## config.mk

```make
export PLATFORM = sky130hd
export DESIGN_NAME = pwm_timebase
export DESIGN_NICKNAME = d
export VERILOG_FILES = /design/src/rtl/pwm_timebase.sv
export SDC_FILE = /design/constraint.sdc
export NUM_CORES = 1
export LEC_CHECK = 0
export BUFFER_PORTS_ARGS = -buffer_cell sky130_fd_sc_hd__clkbuf_2
export CAP_MARGIN = 5
export CORE_AREA = 2 2 111 113
export CTS_CLUSTER_SIZE = 16
export DETAILED_ROUTE_END_ITERATION = 8
export DIE_AREA = 0 0 113 115
export PLACE_DENSITY_LB_ADDON = 0.15
export SLEW_MARGIN = 20
export SYNTH_ARGS = -nofsm -noshare
export SYNTH_HDL_FRONTEND = slang
export SYNTH_SLANG_ARGS = --single-unit
```

## constraint.sdc

```tcl
create_clock -name clk -period 3 [get_ports clk]
set_input_delay 0.45 -clock clk [delete_from_list [all_inputs] [get_ports clk]]
set_output_delay 0.45 -clock clk [all_outputs]
set_load 0.01 [all_outputs]
```

## src/rtl/pwm_timebase.sv

```systemverilog
// PWM time base: prescaler, edge/center-aligned period counter with shadowed
// period, rollover strobe for the duty shadow register, and registered compare output.
module pwm_timebase #(
    parameter int CNT_W = 16,
    parameter int PRE_W = 8
) (
    input  logic             clk,
    input  logic             rst,
    input  logic             enable,
    input  logic             center_mode,
    input  logic             polarity,
    input  logic [PRE_W-1:0] prescale,
    input  logic [CNT_W-1:0] period,
    input  logic [CNT_W-1:0] duty_cycle_in,
    output logic [CNT_W-1:0] count,
    output logic             rollover,
    output logic             pwm_out,
    output logic             running
);

    typedef enum logic [1:0] {
        IDLE     = 2'd0,
        RUN_UP   = 2'd1,
        RUN_DOWN = 2'd2
    } state_t;

    state_t           state;
    logic [PRE_W-1:0] pre_cnt;
    logic [CNT_W-1:0] period_sh;
    logic             mode_sh;
    logic             tick;
    logic             wrap;

    assign running = (state != IDLE);

    // Prescaler tick and the wrap point where a period ends
    always_comb begin
        tick = running && (pre_cnt == prescale);
        wrap = 1'b0;
        case (state)
            RUN_UP:   wrap = mode_sh ? (period_sh == {CNT_W{1'b0}}) : (count == period_sh);
            RUN_DOWN: wrap = mode_sh && (count == {CNT_W{1'b0}});
            default:  wrap = 1'b0;
        endcase
    end

    // Rollover covers both the start strobe and the end-of-period wrap; a stop cycle never strobes
    always_comb begin
        if (rst || !enable) begin
            rollover = 1'b0;
        end else if (state == IDLE) begin
            rollover = 1'b1;
        end else begin
            rollover = tick && wrap;
        end
    end

    // Timer state, counter, shadows and registered PWM compare
    always_ff @(posedge clk) begin
        if (rst) begin
            state     <= IDLE;
            count     <= {CNT_W{1'b0}};
            pre_cnt   <= {PRE_W{1'b0}};
            period_sh <= {CNT_W{1'b0}};
            mode_sh   <= 1'b0;
            pwm_out   <= 1'b0;
        end else begin
            if (running) begin
                pwm_out <= (count < duty_cycle_in) ^ polarity;
            end else begin
                pwm_out <= polarity;
            end

            if (state == IDLE) begin
                count   <= {CNT_W{1'b0}};
                pre_cnt <= {PRE_W{1'b0}};
                if (enable) begin
                    state     <= RUN_UP;
                    period_sh <= period;
                    mode_sh   <= center_mode;
                end else begin
                    state <= IDLE;
                end
            end else if (!enable) begin
                state   <= IDLE;
                count   <= {CNT_W{1'b0}};
                pre_cnt <= {PRE_W{1'b0}};
            end else begin
                pre_cnt <= tick ? {PRE_W{1'b0}} : pre_cnt + PRE_W'(1);
                if (tick) begin
                    case (state)
                        RUN_UP: begin
                            if (count < period_sh) begin
                                count <= count + CNT_W'(1);
                            end else if (!mode_sh || (period_sh == {CNT_W{1'b0}})) begin
                                count     <= {CNT_W{1'b0}};
                                period_sh <= period;
                            end else begin
                                state <= RUN_DOWN;
                                count <= period_sh - CNT_W'(1);
                            end
                        end
                        RUN_DOWN: begin
                            if (count != {CNT_W{1'b0}}) begin
                                count <= count - CNT_W'(1);
                            end else begin
                                // a zero-length reloaded period parks at 0 so count never exceeds period_sh
                                state     <= RUN_UP;
                                count     <= (period == {CNT_W{1'b0}}) ? {CNT_W{1'b0}} : CNT_W'(1);
                                period_sh <= period;
                            end
                        end
                        default: begin
                            state <= IDLE;
                            count <= {CNT_W{1'b0}};
                        end
                    endcase
                end else begin
                    count <= count;
                end
            end
        end
    end

endmodule

```

* Yosys cells after proc, flatten, opt, wreduce, memory -nomap -nowiden *
Cells that the tools add are included.

cells by class
  add/subtract/negate cells = 4
  reduce and logical (&&, ||, !) cells = 20
  equality and inequality tests = 11
  order comparisons = 2
  muxes and demuxes = 26
  bitwise logic cells = 2

operator list
  operator                                             number
  2-to-1 mux 16 bit                                    10
  one-hot mux 16 bit (2 select lines)                  2
  zero test 16 bit                                     3
  less-than comparator 16 bit                          2
  subtractor 16 x 1 -> 16 bit, second input constant   2
  adder 16 x 1 -> 16 bit, second input constant        1
  equality test 16 bit                                 1
  nonzero test 16 bit                                  1
  2-to-1 mux 2 bit                                     6
  != test 4 bit, second input constant                 3
  != test 3 bit, second input constant                 3
  adder 8 x 1 -> 8 bit, second input constant          1
  equality test 8 bit                                  1
  2-to-1 mux 1 bit                                     6
  AND reduction 6 bit                                  1
  one-hot mux 2 bit (2 select lines)                   1
  AND reduction 4 bit                                  1
  nonzero test 2 bit                                   2
  OR reduction 4 bit                                   1
  logical AND 1 bit                                    3
  != test 3 x 1 -> 1 bit, second input constant        1
  nonzero test 3 bit                                   1
  OR reduction 3 bit                                   1
  equality test 2 x 1 -> 1 bit, second input constant  1
  other kinds (8)                                      10

word-level totals
  word-level logic and storage cells = 71
  output and inout bits = 19
  bits of input ports = 45
  bits in registers = 44

* Logic depth before layout (Yosys ltp) *
Gate-level depths: netlist of the first run.

  depth after elaboration = 8
  depth in mapped cells = 10
  mapped depth without buffers = 8

* Worst setup path before layout of the first run *
OpenSTA, ideal clock, no wires.

  kind = register to register
  from = reg count[14]
  to = reg period_sh[10]
  clock period less this slack = 2.457 ns
  setup time = 0.072 ns
  arrival = 2.385 ns
  cell stages (with the launch flop) = 9
  buffers on the path = 1
  path slack = 0.543 ns
  data required time = 2.928 ns
  cell sequence = dfxtp_1 -> ha_1 -> nand4_1 -> or4_1 -> a21oi_2 -> o311ai_1 -> o21ai_4 -> buf_6 -> mux2i_1

between the ends
  word-level cells in the longest chain between the ends = 3
  elaborated cells between the ends (all ways) = 5
  those cells by class = order compare (1); eq/ne (2); reduce/logical (2)

RTL lines
  item                                                                RTL line  source
  start: declaration                                                  15        output logic [CNT_W-1:0] count,
  start signal: assignment                                            62        count <= {CNT_W{1'b0}};
  start signal: assignment                                            75        count <= {CNT_W{1'b0}};
  start signal: assignment                                            86        count <= {CNT_W{1'b0}};
  less-than comparator 16 bit or nonzero test 16 bit (tied branches)  93, 104
  != test 3 bit (no line)                                             -
  AND reduction 6 bit (no line) *                                     -
  end signal: assignment                                              79        period_sh <= period;
  end signal: assignment                                              97        period_sh <= period;
  end signal: assignment                                              110       period_sh <= period;
  end: declaration                                                    29        logic [CNT_W-1:0] period_sh;

Mark *: on every way between the ends. The rest lies on a longest branch, timed or not.
A chain may end at the register's enable or synchronous reset.

* Worst setup path in the final report of the first run *
  from = reg period_sh[15]
  to = out rollover

between the ends
  word-level cells in the longest chain between the ends = 6
  elaborated cells between the ends (all ways) = 7
  those cells by class = eq/ne (1); mux (4); reduce/logical (2)

RTL lines
  item                                                      RTL line  source
  start signal: assignment                                  64        period_sh <= {CNT_W{1'b0}};
  start signal: assignment                                  79
  start signal: assignment                                  97
  equality test 16 bit or zero test 16 bit (tied branches)  41        RUN_UP: wrap = mode_sh ? (period_sh == {CNT_W{1'b0}}) : (count == period_sh);
  2-to-1 mux 1 bit *                                        41
  one-hot mux 1 bit (2 select lines) *                      40        case (state)
  logical AND 1 bit *                                       54        rollover = tick && wrap;
  2-to-1 mux 1 bit *                                        51        end else if (state == IDLE) begin
  2-to-1 mux 1 bit *                                        49        if (rst || !enable) begin
  end: declaration                                          16        output logic rollover,

Marked as above.

==> impl_metrics.toml, run 1 <==
[floorplan]
dieArea_um2 = 13000
fp.dieW_um = 113
start_util_pct = 34.3
std_cell_rows = 40
core_area_um2 = 11800
die-height_um = 115
io_pins = 64

[grt]
grt_pass1_vias = 3918
grtUsageTotal_pct = 19.7
antenna_found_initial = 0
grt_pass1_wl_mm = 20.1
grt_max_degree = 34
grt_overflow = 0

[cells_and_area]
final_common_cell = "clkbuf_2"
num-fill-cells = 1235
area_growth_pct = 19.8
ff_latch_area_um2 = 881
fin_nets = 694
layout-drive-gt1-share_pct = 19.8
final_area_um2 = 4850
multi_input_area_um2 = 2920
num_antenna_cells = 0
mostFrequentLayoutCells = "clkbuf_2, nand2_1, dfxtp_1"

[clocking]
cts_buffer_depth = 2
ctsHoldBuffers = 0
clk_latency_ps = 290
root_buffer = "clkbuf_16"
post_cts_resize_count = 0
clk_transition_reported_paths_ps = 60
cts_inserted_buffers = 5
tritoncts = "done"
post-cts-setup-buffer-count = 0
cts.sinks = 44
cts_htree_levels = 2

[drt]
vias = 4163
vias_per_cell = 5.52
routed_wl_mm = 12.9
ant_nets = 0
routedWlPerCell_um = 17.1
drc = 7
drt-pass1-iter-count = 7
drt-initial-drc-count = 270

[timing]
worst_pin_slew_ps = 720
setup-tns-final_ps = 0
finalCritPeriodShare_pct = 95.9
period_needed_ps = 2880
fmax_ghz = 0.348
fin_worst_skew_ps = 3.10
slew_headroom_pct = 51.2
finalSetupViolations = 0
final-hold-violation-count = 0
slew_violations = 0
rsz0062_at_grt = "no"

[worst_setup_path]
endpoint_kind = "primary output"
start_kind = "flop"
arrival_ps = 2430
rr_startpoint = "period_sh[15]"
crit_fanout = 3
startpoint = "period_sh[15]"
cp.required_ps = 2550
path_class = "flop to primary output"

[place]
gp_congestion = 0.887
dp.final_hpwl_mm = 10.2
io_buffer_count = 63
dpl_cell_area_um2 = 4690

[synthesis]
yosys_warnings = 0
synthArstFlopShare_pct = 0
ys_ff_latch = 44
synth_cells = 531
ys_types = 61
synth_edf_count = 0
synth_area_um2 = 4050
ys_seq_area_share_pct = 21.8
syn_nets = 618
syn_area_per_cell_um2 = 7.62
synthFlopType = "dfxtp_1"

[power]
p_per_area_nw_per_um2 = 307
irDropWorstVdd_uv = 226
p_leak_uw = 0.00213

[flow_run]
cap_viol_max_count = 0

[hold_path]
hold_start = "center_mode"
holdCritPathClass = "input pin to flop"

[outcome]
violations = "design-rule violations"
status = "complete, but fails checks"
[worst max-delay path: stages, from the launching register on]
cell       delay (ps)
dfxtp_1           380
inv_1              80
ha_1              320
nand4_1           180
or4_4             540
o32ai_2           300
o2bb2ai_1         170
clkbuf_2          160
[cells in the mapped netlist (2+ instances only)]
library cell / instances / area share, %
nor4_2: 2 / 0.62
o21a_1: 4 / 0.74
a211oi_1: 2 / 0.37
o22ai_1: 4 / 0.62
dfxtp_1: 44 / 22
nand2_1: 58 / 5.4
o32ai_1: 2 / 0.43
o211ai_1: 4 / 0.74
ha_1: 42 / 13
and3_1: 7 / 1.1
nor3b_1: 2 / 0.37
a21oi_1: 31 / 3.8
buf_2: 6 / 0.74
mux2i_1: 22 / 5.4
nor3_1: 15 / 1.9
xnor2_1: 26 / 5.6
o21ai_0: 25 / 3.1
or4_1: 2 / 0.37
a22oi_1: 6 / 1.1
nand3_1: 26 / 3.2
or4_4: 2 / 0.56
nor4_1: 13 / 2.0
o31ai_1: 3 / 0.56
a311oi_1: 7 / 1.5
xor2_1: 12 / 2.6
clkbuf_1: 19 / 1.8
a21o_1: 3 / 0.56
and2_1: 7 / 1.1
or3_1: 11 / 1.7
inv_1: 40 / 3.7
nor2_1: 32 / 3.0
nand4_1: 14 / 2.2
nor2b_1: 6 / 0.93
o2bb2ai_1: 3 / 0.65
nand4b_1: 3 / 0.65
[final timing paths]
check                  end  slack, ps  depth (start not counted)
max               rollover        120                          7
min reg2reg  period_sh[10]        490                          2
min                mode_sh        390                          3
max reg2reg   period_sh[4]        280                          9
[per-stage QoR]
stage	cells	total power (µW)	worst slack [ps]	hold WS (ps)	utilization [%]
after floorplan	531	832	543	447	-
after global placement	747	945	117	470	39.7
after detailed placement	747	948	116	470	39.7
after CTS	754	1500	12.0	386	40.9
after global routing	754	1560	11.6	399	41.0
final	754	1490	124	388	41.0
[kinds of logic (layout without fill, tap and decap cells)]
family                   count (synthesis)  in the layout  share of synthesized area, %
multiplexers                            23             23                          5.72
adder cells (fa/ha/maj)                 42             42                          13.0
XOR/XNOR                                38             38                          8.23
AO/OA/AOI/OAI                          108            108                          17.6
flip-flops                              44             44                          21.8
buffers and inverters                   67            143                          6.59
AND/OR/NAND/NOR                        209            209                          27.1
[area by class of cell]
cell class	count	area share [%]
tap	147	3.80
inverter	41	3.18
multi-input combinational	420	60.3
clock buffer	5	2.58
sequential	44	18.2
timing repair buffer	95	11.7
clock inverter	2	0.258
[flip-flops by register name, indices dropped and copies added (netlist names)]
register / cells
mode_sh: 1
pre_cnt: 8
count: 16
pwm_out: 1
state: 2
period_sh: 16
[metal layers]
metal	track usage [%]	vias up	share of wire, %	wire length (µm)
li1	-	2060	-	-
met1	26.5	1928	45	5830
met2	32.8	154	47	6000
met3	2.27	21	5.6	718
met4	6.75	0	2.7	345
met5	0	-	0	0
[where the power goes]
group          switching, µW  internal (µW)  leakage [µW]
clock                    245            303     0.0000657
combinational            175            143       0.00171
sequential              21.3            601      0.000358
total                    441           1050       0.00213
Power figures use the tool's default switching activity.
==> run 2: changes to the inputs <==
--- a/config.mk
+++ b/config.mk
@@ -12,6 +12,7 @@
 export DETAILED_ROUTE_END_ITERATION = 8
 export DIE_AREA = 0 0 113 115
 export PLACE_DENSITY_LB_ADDON = 0.15
+export RECOVER_POWER = 50
 export SLEW_MARGIN = 20
 export SYNTH_ARGS = -nofsm -noshare
 export SYNTH_HDL_FRONTEND = slang
==> run 2 against run 1 <==
  * The flow still finishes with violations (design-rule violations)
  * Total power fell by 0.13%
  * Final cell count is the same
  * Count of clock-buffer cells in the layout is the same
  * Die area unchanged
  * Clock skew about the same
  * Sequential share of layout area increased by 0.23 points
  * Via count down 0.17%
  * Wire length increased by 0.39%
  * Global-route usage is the same
==> impl_metrics.toml, run 2 (same netlist as run 1, synthesis figures left out) <==
[outcome]
status = "complete, but fails checks"
violations = "design-rule violations"

[cells_and_area]
layout-drive-gt1-share_pct = 16.8
num-fill-cells = 1254
mostFrequentLayoutCells = "clkbuf_2, nand2_1, dfxtp_1"
instances_no_fill = 754
area_growth_pct = 18.3
reg_top3 = "count x16, period_sh x16, pre_cnt x8"
num_antenna_cells = 0
final_common_cell = "clkbuf_2"
fin_nets = 694
final_area_um2 = 4790

[worst_setup_path]
path_class = "flop to primary output"
arrival_ps = 2440
crit_fanout = 3
cp.required_ps = 2550
endpoint_kind = "primary output"
rr_worst_depth = 9
start_kind = "flop"

[place]
io_buffer_count = 63
gp_congestion = 0.887
post-place-ws_ps = 116
dpl_cell_area_um2 = 4690
dp.final_hpwl_mm = 10.2
dp_cells = 747

[flow_run]
cap_viol_max_count = 0

[drt]
ant_nets = 0
routed_wl_mm = 12.9
routedWlPerCell_um = 17.2
drc = 7
drt-pass1-iter-count = 7
vias = 4156
vias_per_cell = 5.51
drt-initial-drc-count = 250

[clocking]
post-cts-setup-buffer-count = 0
cts.sinks = 44
cts_inserted_buffers = 5
cts_htree_levels = 2
cts_buffer_depth = 2
clk_transition_reported_paths_ps = 60
clk_latency_ps = 290
root_buffer = "clkbuf_16"
ctsHoldBuffers = 0
post_cts_resize_count = 0
tritoncts = "done"

[timing]
fin_worst_skew_ps = 2.66
finalSetupViolations = 0
fmax_ghz = 0.346
slew_headroom_pct = 28.9
final-hold-violation-count = 0
setup_slack_ps = 114
slew_violations = 0
rsz0062_at_grt = "no"
setup-tns-final_ps = 0
period_needed_ps = 2890
finalCritPeriodShare_pct = 96.2
worst_pin_slew_ps = 1060

[floorplan]
start_util_pct = 34.3
fp.dieW_um = 113
std_cell_rows = 40
dieArea_um2 = 13000
core_area_um2 = 11800
die-height_um = 115
io_pins = 64

[hold_path]
holdCritPathClass = "input pin to flop"
whs_path_depth = 3

[power]
p_per_area_nw_per_um2 = 311
p_leak_uw = 0.00206
irDropWorstVdd_uv = 226
total_power_uw = 1490

[grt]
grt_max_degree = 34
grtUsageTotal_pct = 19.7
grt_overflow = 0
grt_pass1_vias = 3918
antenna_found_initial = 0
grt_pass1_wl_mm = 20.1
-- run 2: cell types whose count changed in the layout (fill, tap and decap cells not counted) --
cell,before,now
clkbuf_1,0,18
buf_4,31,16
clkbuf_2,63,60
o21ai_0,24,25
o21ai_1,2,1
-- run 2: final timing paths --
kind | slack (ps) | end | startpoint
hold / removal | 390 | mode_sh | center_mode
setup reg to reg | 270 | period_sh[4] | period_sh[15]
hold reg to reg | 490 | period_sh[10] | period_sh[10]
setup / recovery | 110 | rollover | period_sh[15]
-- run 2: where the power goes --
part | internal [µW] | total (µW) | switching [µW]
Clock | 303 | 546 | 243
Sequential | 601 | 623 | 21.3
Combinational | 143 | 318 | 175
Total | 1050 | 1490 | 440
-- run 2: final cells by class --
class	instances	area, µm²	share of cell area, %
timing repair buffer	95	508	10.6
inverter	41	154	3.22
sequential	44	881	18.4
clock inverter	2	12.5	0.261
tap	147	184	3.84
multi-input combinational	420	2920	61.0
clock buffer	5	125	2.61
-- run 2: routing by layer --
metal | part of all wire, % | wire length [µm] | global-route usage, %
met1 | 46 | 6000 | 26.5
met2 | 47 | 6090 | 32.8
met3 | 4.5 | 577 | 2.27
met4 | 2.1 | 278 | 6.75
met5 | 0 | 0 | 0
-- run 2: worst max-delay path: stages (launching register included) --
cell and delay (ps):
dfxtp_1 380, inv_1 80, ha_1 320, nand4_1 180
or4_4 540, o32ai_2 300, o2bb2ai_1 170, clkbuf_2 160
-- run 2: stage by stage --
| step | utilization, % | hold slack (ps) |
|---|---|---|
| 2_1_floorplan | - | 447 |
| 3_3_place_gp | 39.7 | 470 |
| 3_5_place_dp | 39.7 | 470 |
| 4_1_cts | 40.9 | 386 |
| 5_1_grt | 40.5 | 399 |
| 6_report | 40.5 | 388 |
==> run 3: changes to the inputs <==
--- a/config.mk
+++ b/config.mk
@@ -13,6 +13,7 @@
 export DIE_AREA = 0 0 113 115
 export PLACE_DENSITY_LB_ADDON = 0.15
 export RECOVER_POWER = 50
+export REMOVE_ABC_BUFFERS = 1
 export SLEW_MARGIN = 20
 export SYNTH_ARGS = -nofsm -noshare
 export SYNTH_HDL_FRONTEND = slang
==> run 3 against run 2 <==
  * The run still ends with design-rule violations left
  * Die area did not move
  * Maximum frequency fell by 1.4%
  * Critical endpoint unchanged
  * Largest cell class unchanged
  * Total power rose by 5.9%
  * Global-route usage fell by 0.49 points
  * Sequential share of layout area barely moved
  * Critical path depth did not move
  * Non-clock buffer count fell by 1
==> impl_metrics.toml, run 3 (same netlist as run 1, synthesis figures left out) <==
[outcome]
status = "complete, but fails checks"
violations = "design-rule violations"

[floorplan]
dieArea_um2 = 13000
io_pins = 64
std_cell_rows = 40
start_util_pct = 34.3
fp.dieW_um = 113
die-height_um = 115
core_area_um2 = 11800

[worst_setup_path]
crit_path_end = "rollover"
path_class = "flop to primary output"
crit_fanout = 5
arrival_ps = 2480
r2r-end = "count[2]"
cp_slowest_cell = "or4_4"
start_kind = "flop"
startpoint = "period_sh[8]"
cp.required_ps = 2550
rr_startpoint = "period_sh[13]"
rr_worst_depth = 9
endpoint_kind = "primary output"
cp_cell_sequence = "or4_4 -> nand3b_4 -> o21ai_0 -> nand2_1 -> o32ai_2 -> o2bb2ai_1 -> clkbuf_2"
r2r_slack_ps = 220
cp_slowest_stage_delay_ps = 550

[drt]
drc = 8
drt-initial-drc-count = 261
routedWlPerCell_um = 16.5
vias = 4067
ant_nets = 0
vias_per_cell = 5.39
routed_wl_mm = 12.4
drt-pass1-iter-count = 6

[hold_path]
holdCritPathClass = "input pin to flop"
whs_path_depth = 3

[grt]
grtUsageMet1_pct = 26.4
grtUsageTotal_pct = 19.2
grt_pass1_vias = 3905
grt_pass1_wl_mm = 19.9
grt_overflow = 0
grt_max_degree = 34
busiest_layer = "met2"
antenna_found_initial = 0
grtUsageMet2_pct = 32.1
grtUsageMet3_pct = 2.11

[timing]
final-hold-violation-count = 0
slew_violations = 0
period_needed_ps = 2930
finalSetupViolations = 0
finalCritPeriodShare_pct = 97.6
fin_worst_skew_ps = 4.66
setup_slack_ps = 72.8
setup-tns-final_ps = 0
finalHoldWorstSlack_ps = 385
worst_pin_slew_ps = 1110
fmax_ghz = 0.342
slew_headroom_pct = 25.4

[clocking]
tritoncts = "done"
post-cts-setup-buffer-count = 0
clk_transition_reported_paths_ps = 70
clk_latency_ps = 290
cts_inserted_buffers = 5
root_buffer = "clkbuf_16"
cts_buffer_depth = 2
cts_htree_levels = 2
cts.sinks = 44

[cells_and_area]
reg_top3 = "count x16, period_sh x16, pre_cnt x8"
area_growth_pct = 18.5
layout-drive-gt1-share_pct = 16.5
fin_nets = 693
mostFrequentLayoutCells = "clkbuf_2, nand2_1, dfxtp_1"
final_common_cell = "clkbuf_2"
num_antenna_cells = 0
final_area_um2 = 4790
instances_no_fill = 754

[power]
combPwrFrac_pct = 19.7
pwr-share-seq_pct = 39.5
swShare_pct = 28.0
p_leak_uw = 0.00206
irDropWorstVdd_uv = 228
p_sw_uw = 440
p_per_area_nw_per_um2 = 328
p_clk_share_pct = 40.8
power.internal_uw = 1130

[place]
dp.final_hpwl_mm = 9.73
post-place-ws_ps = 232
gp_congestion = 0.893
io_buffer_count = 63
dpl_cell_area_um2 = 4680
dp_cells = 746

[flow_run]
cap_viol_max_count = 0
## run 3: cell count changes in the layout (fill, tap and decap cells not counted), sizes merged
| cell | change |
|---|---|
| clkinvlp | -1 |
| clkbuf | +2 |
| buf | -2 |
| bufinv | +1 |
## run 3: through the flow
stage	total power (µW)	util (%)
floorplan	826	-
global placement	937	39.7
detailed placement	941	39.7
CTS	1590	41.0
global route	1650	40.6
finish	1570	40.6
## run 3: worst min-delay path by stage
stage | slack [ps] | to | from
2_1_floorplan | 450 | period_sh[10] | period_sh[10]
3_3_place_gp | 480 | period_sh[10] | period_sh[10]
3_5_place_dp | 480 | period_sh[15] | period_sh[15]
4_1_cts | 390 | mode_sh | center_mode
5_1_grt | 410 | period_sh[13] | period[13]
6_report | 390 | mode_sh | center_mode
## run 3: cell type report
cell class | count | area [µm²]
clock inverter | 2 | 35.0
fill | 1225 | 7020
sequential | 44 | 881
clock buffer | 6 | 129
timing repair buffer | 94 | 497
inverter | 41 | 154
tap | 147 | 184
multi-input combinational | 420 | 2920
## run 3: power by group through the flow
stage,Sequential (µW),Combinational (µW),Clock [µW]
floorplan,631,195,0
global placement,634,303,0
detailed placement,635,306,0
CTS,622,308,657
global route,625,347,677
finish,622,311,642
## run 3: routing by layer
| layer | vias up | routed length [µm] | share of wire (%) |
|---|---|---|---|
| met1 | 1877 | 5970 | 48 |
| met5 | - | 0 | 0 |
| met3 | 11 | 594 | 4.8 |
| met2 | 120 | 5680 | 46 |
| met4 | 0 | 165 | 1.3 |
| li1 | 2059 | - | - |
## run 3: critical path: cells and delay by family, from the launching register on
kind,cells,cell delay (ps)
and+or+nand+nor,3,920
AOI/OAI and AO/OA,3,750
DFF,1,350
buffers and inverters,1,160
## run 3: what timing repair did
action	in CTS	in global routing
setup endpoints to repair	0	1
hold endpoints to repair	0	0
hold buffers	0	0
resized for setup	0	2
